**config.mk**
```make
export PLATFORM = sky130hd
export DESIGN_NAME = simd_wb_merge
export DESIGN_NICKNAME = d
export VERILOG_FILES = /design/src/rtl/simd_wb_merge.sv
export SDC_FILE = /design/constraint.sdc
export NUM_CORES = 1
export LEC_CHECK = 0
export ABC_AREA = 1
export CORE_ASPECT_RATIO = 0.8
export CORE_MARGIN = 2
export CORE_UTILIZATION = 36
export DETAILED_ROUTE_END_ITERATION = 10
export PLACE_DENSITY = 0.61
export SETUP_SLACK_MARGIN = 0.02
export SYNTH_ARGS = -nofsm -noshare
export SYNTH_HDL_FRONTEND = slang
export SYNTH_SLANG_ARGS = --single-unit
```
**constraint.sdc**
```tcl
create_clock -name clk_i -period 2 [get_ports clk_i]
set_input_delay 0.6 -clock clk_i [delete_from_list [all_inputs] [get_ports clk_i]]
set_output_delay 0.6 -clock clk_i [all_outputs]
set_load 0.02 [all_outputs]
```
**src/rtl/simd_wb_merge.sv**
```systemverilog
// Writeback merge: arbitrates/coalesces FPU vector results and FP load results into one regfile row write.
// Latency: load accepted in N -> write in N+1; FPU accepted in N -> write in N+2 at the earliest.
// Backpressure: fpu_ready_o drops when the 2-entry FIFO is full; ld_ready_o drops only on a forced FPU cycle.
module simd_wb_merge #(
  parameter int width_p        = 32,
  parameter int els_p          = 32,
  parameter int starve_limit_p = 4
) (
  input  logic                      clk_i,
  input  logic                      reset_n_i,
  input  logic                      fpu_v_i,
  output logic                      fpu_ready_o,
  input  logic [2:0]                fpu_row_i,
  input  logic [3:0]                fpu_mask_i,
  input  logic [4*width_p-1:0]      fpu_data_i,
  input  logic                      ld_v_i,
  output logic                      ld_ready_o,
  input  logic [$clog2(els_p)-1:0]  ld_addr_i,
  input  logic [width_p-1:0]        ld_data_i,
  output logic [3:0]                w_v_o,
  output logic [$clog2(els_p)-1:0]  w_addr_o,
  output logic [4*width_p-1:0]      w_data_o
);

  localparam int          AddrW     = $clog2(els_p);
  localparam int          RowW      = AddrW - 2;
  localparam int          DataW     = 4 * width_p;
  localparam logic [3:0]  StarveLim = 4'(starve_limit_p);

  typedef struct packed {
    logic [RowW-1:0]  row;
    logic [3:0]       mask;
    logic [DataW-1:0] data;
  } fpu_ent_t;

  // FPU FIFO state
  fpu_ent_t   fifo_q [2];
  logic       wr_ptr_q, rd_ptr_q;
  logic [1:0] cnt_q, cnt_d;

  // Starvation counter and output register
  logic [3:0]       starve_q, starve_d;
  logic [3:0]       w_v_q;
  logic [AddrW-1:0] w_addr_q;
  logic [DataW-1:0] w_data_q;

  // Arbiter signals
  fpu_ent_t         head;
  logic             head_v;
  logic             forced;
  logic             ld_req;
  logic [1:0]       ld_lane;
  logic [RowW-1:0]  ld_row;
  logic [3:0]       ld_onehot;
  logic             can_merge;
  logic             fpu_push;
  logic             pop;
  logic             sel;
  logic [3:0]       sel_en;
  logic [AddrW-1:0] sel_addr;
  logic [DataW-1:0] sel_data;

  // Ready flags come only from registered state so they never loop through a valid input.
  assign fpu_ready_o = (cnt_q != 2'd2);
  assign forced      = (starve_q == StarveLim);
  assign ld_ready_o  = ~forced;

  assign fpu_push  = fpu_v_i & fpu_ready_o;
  assign head      = fifo_q[rd_ptr_q];
  assign head_v    = (cnt_q != 2'd0);
  assign ld_req    = ld_v_i & ld_ready_o;
  assign ld_lane   = ld_addr_i[1:0];
  assign ld_row    = ld_addr_i[AddrW-1:2];
  assign ld_onehot = 4'b0001 << ld_lane;
  assign can_merge = head_v & ld_req & (ld_row == head.row) & ~head.mask[ld_lane];

  // Pick the write for this cycle: merge if lanes are disjoint, else the load wins, else the FIFO head.
  always_comb begin
    sel      = 1'b0;
    pop      = 1'b0;
    sel_en   = 4'b0000;
    sel_addr = w_addr_q;
    sel_data = w_data_q;
    if (can_merge) begin
      sel      = 1'b1;
      pop      = 1'b1;
      sel_en   = head.mask | ld_onehot;
      sel_addr = {head.row, 2'b00};
      sel_data = head.data;
      for (int i = 0; i < 4; i++) begin
        if (ld_lane == i[1:0]) begin
          sel_data[i*width_p +: width_p] = ld_data_i;
        end
      end
    end else if (ld_req) begin
      sel      = 1'b1;
      sel_en   = ld_onehot;
      sel_addr = ld_addr_i;
      sel_data = {4{ld_data_i}};
    end else if (head_v) begin
      // A zero mask still pops here; it simply yields no lane enables.
      sel      = 1'b1;
      pop      = 1'b1;
      sel_en   = head.mask;
      sel_addr = {head.row, 2'b00};
      sel_data = head.data;
    end
  end

  // Occupancy and starvation next-state.
  always_comb begin
    cnt_d = cnt_q + {1'b0, fpu_push} - {1'b0, pop};
    starve_d = starve_q;
    if (!head_v || pop) begin
      starve_d = 4'd0;
    end else if (starve_q != StarveLim) begin
      starve_d = starve_q + 4'd1;
    end
  end

  // FIFO storage and pointers; a push never targets the head slot since full blocks pushes.
  always_ff @(posedge clk_i or negedge reset_n_i) begin
    if (!reset_n_i) begin
      fifo_q[0] <= '0;
      fifo_q[1] <= '0;
      wr_ptr_q  <= 1'b0;
      rd_ptr_q  <= 1'b0;
      cnt_q     <= 2'd0;
    end else begin
      if (fpu_push) begin
        fifo_q[wr_ptr_q] <= '{row: fpu_row_i, mask: fpu_mask_i, data: fpu_data_i};
        wr_ptr_q         <= ~wr_ptr_q;
      end
      if (pop) begin
        rd_ptr_q <= ~rd_ptr_q;
      end
      cnt_q <= cnt_d;
    end
  end

  // Starvation counter: counts consecutive cycles the FIFO head was passed over.
  always_ff @(posedge clk_i or negedge reset_n_i) begin
    if (!reset_n_i) begin
      starve_q <= 4'd0;
    end else begin
      starve_q <= starve_d;
    end
  end

  // Output register: enables reload every cycle, address/data only when something was selected.
  always_ff @(posedge clk_i or negedge reset_n_i) begin
    if (!reset_n_i) begin
      w_v_q    <= 4'b0000;
      w_addr_q <= '0;
      w_data_q <= '0;
    end else begin
      w_v_q <= sel_en;
      if (sel) begin
        w_addr_q <= sel_addr;
        w_data_q <= sel_data;
      end
    end
  end

  assign w_v_o    = w_v_q;
  assign w_addr_o = w_addr_q;
  assign w_data_o = w_data_q;

endmodule

```
==> impl_results.md, run 1 <==
* TritonRoute pass-1 iters at 6
* Nets@finish at 3575
* R2r setup slk at -0.10 ns
* Post-Synthesis Cells at 3006
* Initial Util at 36.4%
* Tcrit/Tclk final at 105%
* Sequential-to-total area share from yosys stat at 48.0%
* Drt first-iter violations at 2120
* Hold WC Path Type: flip-flop to flip-flop
* Synth area leaders: dfrtp_1, nand2_1, o21ai_0, inv_1, nand4_1
* Gr usage total at 27.5%
* WHS Endpoint: fifo_q[191]$_DFFE_PN0P_
* Clock-pin slew on the worst setup and hold paths at 0.06 ns
* Vias per std cell at 5.21
* Total die area at 62100 µm²
* Clk Latency, worst-skew pair at 0.61 ns
* FFs w/ async S/R, synth at 100%
* Wirelength, routed at 90.4 mm
* # rows at 80
* Clock net sink count at 415
* Core Area at 59600 µm²
* Synth warnings at 0
* Commonest non-fill, non-tap cell in the layout: nand2_1
* Worst hold margin at 0.476 ns
* Die height at 223 µm
* Pin count of the biggest net entering global routing at 94
* Die width at 278 µm
* Worst Reg-to-Reg Cells at 12
* PnR worst setup slack at -0.103 ns
* Worst-margin pin slew at 0.666 ns
* Pre-CTS WS at -0.528 ns
* Relative max-transition margin at 55.6%
* Failing checks: setup timing
* Clock Tree Buf Depth at 3
* Routed WL per cell at 21.5 µm
* Cts bufs inserted at 45
* Seq cells post-synth at 415
* Power per cell area at 1660 nW/µm²
* Overall Power at 49.7 mW
* Io pins at 315
* Critical R2R Launch: rd_ptr_q$_DFFE_PN0P_
* Port-buffer cells at 314
* Hold Violations, Final at 0
* Peak supply drop at 1.02 mV
* Gr ovfl total at 0
* Clk Tree Root Cell: clkbuf_16
* WP data arrival at 2.61 ns
* Prevailing post-synth register cell: dfrtp_1
* Syn_area_per_cell at 7.20 µm²
* Max Cap Violations at 0
* Share of post-route cells with drive strength above 1 at 13.2%
* Final setup vio count at 79
* Kind of critical path: flip-flop to flip-flop
* TNS Setup at -2.31 ns
* Hold depth at 2
* H-tree levels at 2
* Crit end category: flip-flop
* RSZ-0062 raised after global routing: yes
* HP Start: fifo_q[191]$_DFFE_PN0P_
* Most frequent cells in the layout: nand2_1, o21ai_0, dfrtp_1
* Worst setup SP type: flip-flop
* Final min period at 2.10 ns
* Max-slew violations at 0
* DP HPWL at 60.9 mm
* Routed via count at 21900
* Worst Setup SP: rd_ptr_q$_DFFE_PN0P_
* CTS tree: done
* LEAKAGE at 15.0 nW
* Fmax at 0.476 GHz
* Top cell type's share of synthesized area at 48.0%
* Antenna violations before repair at 25
* Worst Path Required at 2.51 ns
* Worst R2R End: w_data_o[12]$_DFFE_PN0P_
* Area grow syn2layout at 38.0%
* Routed Antenna Nets at 0
* Vias in the first global route at 19900
* Post-synth EDFFs at 0
* Max FO, Critical Path at 7
* Yosys cell types at 25
* First-pass GRT wire length at 129 mm
* GP Congestion at 0.892
* Mapped Nets at 3186
* Yosys top cell by area: dfrtp_1
* Fillers at 5777
* Worst clock skew at 0.0172 ns
* Mapped cell area at 21700 µm²
* Drt drc at 0
* Status: complete, but fails checks
## Yosys cell counts, types with 2 or more instances
library cell / count
buf_1: 24
buf_4: 20
o21ai_0: 510
ha_1: 4
nor2_1: 137
dfrtp_1: 415
nand3b_1: 2
buf_6: 4
inv_1: 410
o21ai_1: 22
nand3_1: 109
nand2_1: 911
clkbuf_1: 117
xnor2_1: 3
buf_2: 51
a21oi_1: 128
or2_1: 2
nor2_2: 3
nand4_1: 128
## final cells by class
cell class                 count  area [µm²]  area share (%)
clock inverter                10         133           0.444
antenna                        9        22.5          0.0754
tap                          779         975            3.26
multi-input combinational   1963        9270            31.0
sequential                   415       10400            34.8
clock buffer                  69        1340            4.47
inverter                     412        1550            5.20
timing repair buffer         558        6210            20.8
## sequential cells by signal, indices dropped and copies added, names as in the netlist
signal,flops
fifo_q,270
w_addr_o,5
w_v_o,4
wr_ptr_q,1
w_data_o,128
cnt_q,2
rd_ptr_q,1
starve_q,4
## critical path, stage by stage, from the launching register on
cell     delay (ns)
dfrtp_4        0.53
inv_6          0.10
buf_12         0.14
nand2_4        0.06
nand3_2        0.06
nand2_2        0.08
nor2_4         0.15
buf_4          0.14
buf_6          0.12
buf_12         0.15
buf_12         0.14
nand4_1        0.14
a21oi_2        0.18
## stage by stage
stage | utilization [%] | instances | cell area [µm²]
2_1_floorplan | - | 3006 | 21700
3_3_place_gp | 45.2 | 4067 | 26900
3_5_place_dp | 45.2 | 4067 | 26900
4_1_cts | 48.6 | 4175 | 28900
5_1_grt | 50.1 | 4206 | 29900
6_report | 50.2 | 4215 | 29900
## power breakdown
part | leakage [nW] | switching, mW | internal (mW)
logic | 9.20 | 15.8 | 10.2
registers | 5.04 | 2.56 | 12.5
clock network | 0.726 | 3.65 | 4.97
total | 15.0 | 22.0 | 27.7
## worst max path at each step
| stage | to | slack (ns) |
|---|---|---|
| after detailed placement | w_data_o[18]$_DFFE_PN0P_ | -0.53 |
| after global routing | w_data_o[12]$_DFFE_PN0P_ | -0.18 |
| after global placement | w_data_o[46]$_DFFE_PN0P_ | -0.51 |
| final | w_data_o[12]$_DFFE_PN0P_ | -0.10 |
| after floorplan | cnt_q[0]$_DFF_PN0_ | 0.01 |
| after CTS | ld_ready_o | -0.18 |
## per-layer routing
metal  track usage, %  vias up  part of all wire [%]
li1                 -    10300                     -
met1             37.5    10400                    42
met2             40.9      997                    43
met3             8.68      202                    11
met4             9.76       28                   3.8
met5                0        -                  0.22
## timing repair
item                                    CTS  global route
endpoints found under the hold margin    23             0
cloned                                    8            25
gates resized for setup                 289           132
endpoints found under the setup margin  250           147
buffers inserted                         21            11
hold buffers                              1             0
pin swaps                                23            16
## logic make-up (layout without fill, tap and decap cells)
group,Yosys count,in the layout,synth area share (%)
buf+inv,628,1049,11.7
compound gates,660,660,15.3
flops,415,415,48.0
other cells,0,9,0
xor+xnor,4,4,0.162
simple gates,1295,1295,24.7
fa+ha+maj,4,4,0.231
No activity file was read; power rests on OpenSTA's default activity.
==> run 2: changes to the inputs <==
- ABC_CLOCK_PERIOD_IN_PS: not set -> 2000
- CORE_ASPECT_RATIO: 0.8 -> 1.4
- CORE_MARGIN: 2 -> not set
==> run 2 against run 1 <==
Effect of this change: the flow finishes with violations (DRC, setup timing); clock skew rose by 0.0020 ns; final cell count decreased by 0.69%; sequential share of layout area is 0.39 points higher; flip-flop and latch count is the same; largest power group unchanged; hold slack improved by 0.00088 ns; first-iteration DRC count shrank 7.9%; cell area decreased by 1.1%; die area fell by 1.6%; register-to-register slack better by 0.06 ns; critical path type is now flip-flop to output port; core utilization shrank 0.55 points; wire length increased by 0.26%.
==> impl_results.md, run 2 (synthesized netlist as in run 1, its figures left out) <==
* DP HPWL at 59.5 mm
* Clk Latency, worst-skew pair at 0.59 ns
* Post-Route Utilization at 49.6%
* Drt drc at 2
* CTS tree: done
* Gr ovfl total at 0
* Clock Tree Buf Depth at 3
* R2r setup slk at -0.04 ns
* Worst Path Buf+Inv at 2
* Port-buffer cells at 314
* Critical-path top delay cell: dfrtp_1
* Placed Instances at 4062
* Power per cell area at 1650 nW/µm²
* Crit-path cells: inv_1, ha_2, nand3b_1, buf_6
* Die height at 292 µm
* Fmax at 0.478 GHz
* H-tree levels at 2
* Relative max-transition margin at 54.0%
* Gr usage total at 27.4%
* TritonRoute pass-1 iters at 9
* LEAKAGE at 14.9 nW
* Cts bufs inserted at 44
* Worst clock skew at 0.0192 ns
* WP data arrival at 1.49 ns
* Worst-margin pin slew at 0.691 ns
* Status: complete, but fails checks
* Total die area at 61100 µm²
* Vias per std cell at 5.27
* Hold WC Path Type: flip-flop to flip-flop
* First-pass GRT wire length at 126 mm
* GP Congestion at 0.885
* Share of post-route cells with drive strength above 1 at 11.6%
* Tcrit/Tclk final at 105%
* Initial Util at 36.4%
* RSZ-0062 raised after global routing: yes
* Commonest non-fill, non-tap cell in the layout: nand2_1
* Final setup vio count at 20
* Max Cap Violations at 0
* Max FO, Critical Path at 2
* Routed via count at 22100
* Max reg flops at 270
* Critical path depth at 4
* Area grow syn2layout at 36.5%
* Clk Tree Root Cell: clkbuf_16
* Worst R2R End: w_data_o[61]$_DFFE_PN0P_
* Crit end category: output port
* Routed Antenna Nets at 0
* Max-slew violations at 0
* Final instance area at 29600 µm²
* HP Start: fifo_q[221]$_DFFE_PN0P_
* Hold depth at 2
* Peak supply drop at 0.660 mV
* Nets@finish at 3577
* Worst setup SP type: flip-flop
* Failing checks: DRC, setup timing
* Critical R2R Launch: rd_ptr_q$_DFFE_PN0P_
* Wirelength, routed at 90.7 mm
* Worst path max stage delay at 0.38 ns
* TNS Setup at -0.406 ns
* Most flops, register: fifo_q
* Kind of critical path: flip-flop to output port
* PnR worst setup slack at -0.0942 ns
* Final min period at 2.09 ns
* Most frequent cells in the layout: nand2_1, o21ai_0, dfrtp_1
* Clock-pin slew on the worst setup and hold paths at 0.07 ns
* Cell family with most CP delay: flip-flops
* Drt first-iter violations at 1952
* WHS Endpoint: fifo_q[221]$_DFFE_PN0P_
* Fillers at 5882
* Clock net sink count at 415
* Area of the multi-input gates at 9020 µm²
* DP Area at 27000 µm²
* Core Area at 59500 µm²
* Io pins at 315
* Antenna violations before repair at 5
* Fin cells at 4186
* Routed WL per cell at 21.7 µm
* Worst hold margin at 0.477 ns
* Pin count of the biggest net entering global routing at 98
* # rows at 106
* Hold Violations, Final at 0
* Vias in the first global route at 20100
* Sequential standard cell area at 10400 µm²
* Worst Path Required at 1.40 ns
* Die width at 209 µm
* Worst Reg-to-Reg Cells at 11
==> run 2: cell count changes in the layout (fill, tap and decap cells not counted), moves of 8 or more <==
cell | before | now
nand2_2 | 34 | 12
buf_4 | 138 | 147
nand2_1 | 855 | 893
diode_2 | 9 | 1
o21ai_0 | 478 | 506
nand2_4 | 23 | 7
o21ai_1 | 53 | 26
buf_8 | 9 | 1
==> run 2: cell type report <==
type / instances / share of cell area [%]
Multi-Input combinational cell: 1963 / 30.5
Clock buffer: 64 / 4.32
Clock inverter: 14 / 0.538
Timing Repair Buffer: 561 / 21.0
Sequential cell: 415 / 35.1
Tap cell: 756 / 3.20
Inverter: 412 / 5.27
Antenna cell: 1 / 0.00847
==> run 2: power by group <==
part	internal [mW]	total (mW)	switching, mW
combinational	9.70	25.4	15.7
sequential	12.5	15.0	2.57
clock	4.82	8.41	3.59
total	27.0	48.9	21.9
==> run 2: stage by stage <==
stage	setup WS, ns	power [mW]
2_1_floorplan	0.00978	27.7
3_3_place_gp	-0.530	37.6
3_5_place_dp	-0.538	37.9
4_1_cts	-0.121	46.0
5_1_grt	-0.132	51.9
6_report	-0.0942	48.9
==> run 2: how the worst max path moves through the flow <==
stage | from | to | slack, ns
finish | starve_q[1]$_DFFE_PN0P_ | ld_ready_o | -0.09
global route | starve_q[1]$_DFFE_PN0P_ | ld_ready_o | -0.13
CTS | starve_q[1]$_DFFE_PN0P_ | ld_ready_o | -0.12
detailed placement | ld_addr_i[0] | w_data_o[78]$_DFFE_PN0P_ | -0.54
global placement | ld_addr_i[0] | cnt_q[1]$_DFF_PN0_ | -0.53
floorplan | starve_q[0]$_DFFE_PN0P_ | cnt_q[0]$_DFF_PN0_ | 0.01
==> run 2: routing by layer <==
layer	vias up	global-route usage [%]	share of wire, %
met5	-	0	0.049
met4	6	16.9	7.4
met3	251	3.90	8.2
met2	1075	44.4	46
met1	10400	34.3	39
li1	10300	-	-
==> run 2: worst min-delay path: stages, from the launching register on <==
cell     delay, ns
dfrtp_1       0.34
nand2_1       0.05
o21ai_0       0.06
==> run 2: what timing repair did <==
action | 4_1_cts | 5_1_grt
cloned | 4 | 33
endpoints found under the hold margin | 31 | 0
setup buffers | 1 | 6
setup endpoints to repair | 265 | 149
pin swaps | 0 | 28
resized for setup | 204 | 99
hold buffers | 1 | 0
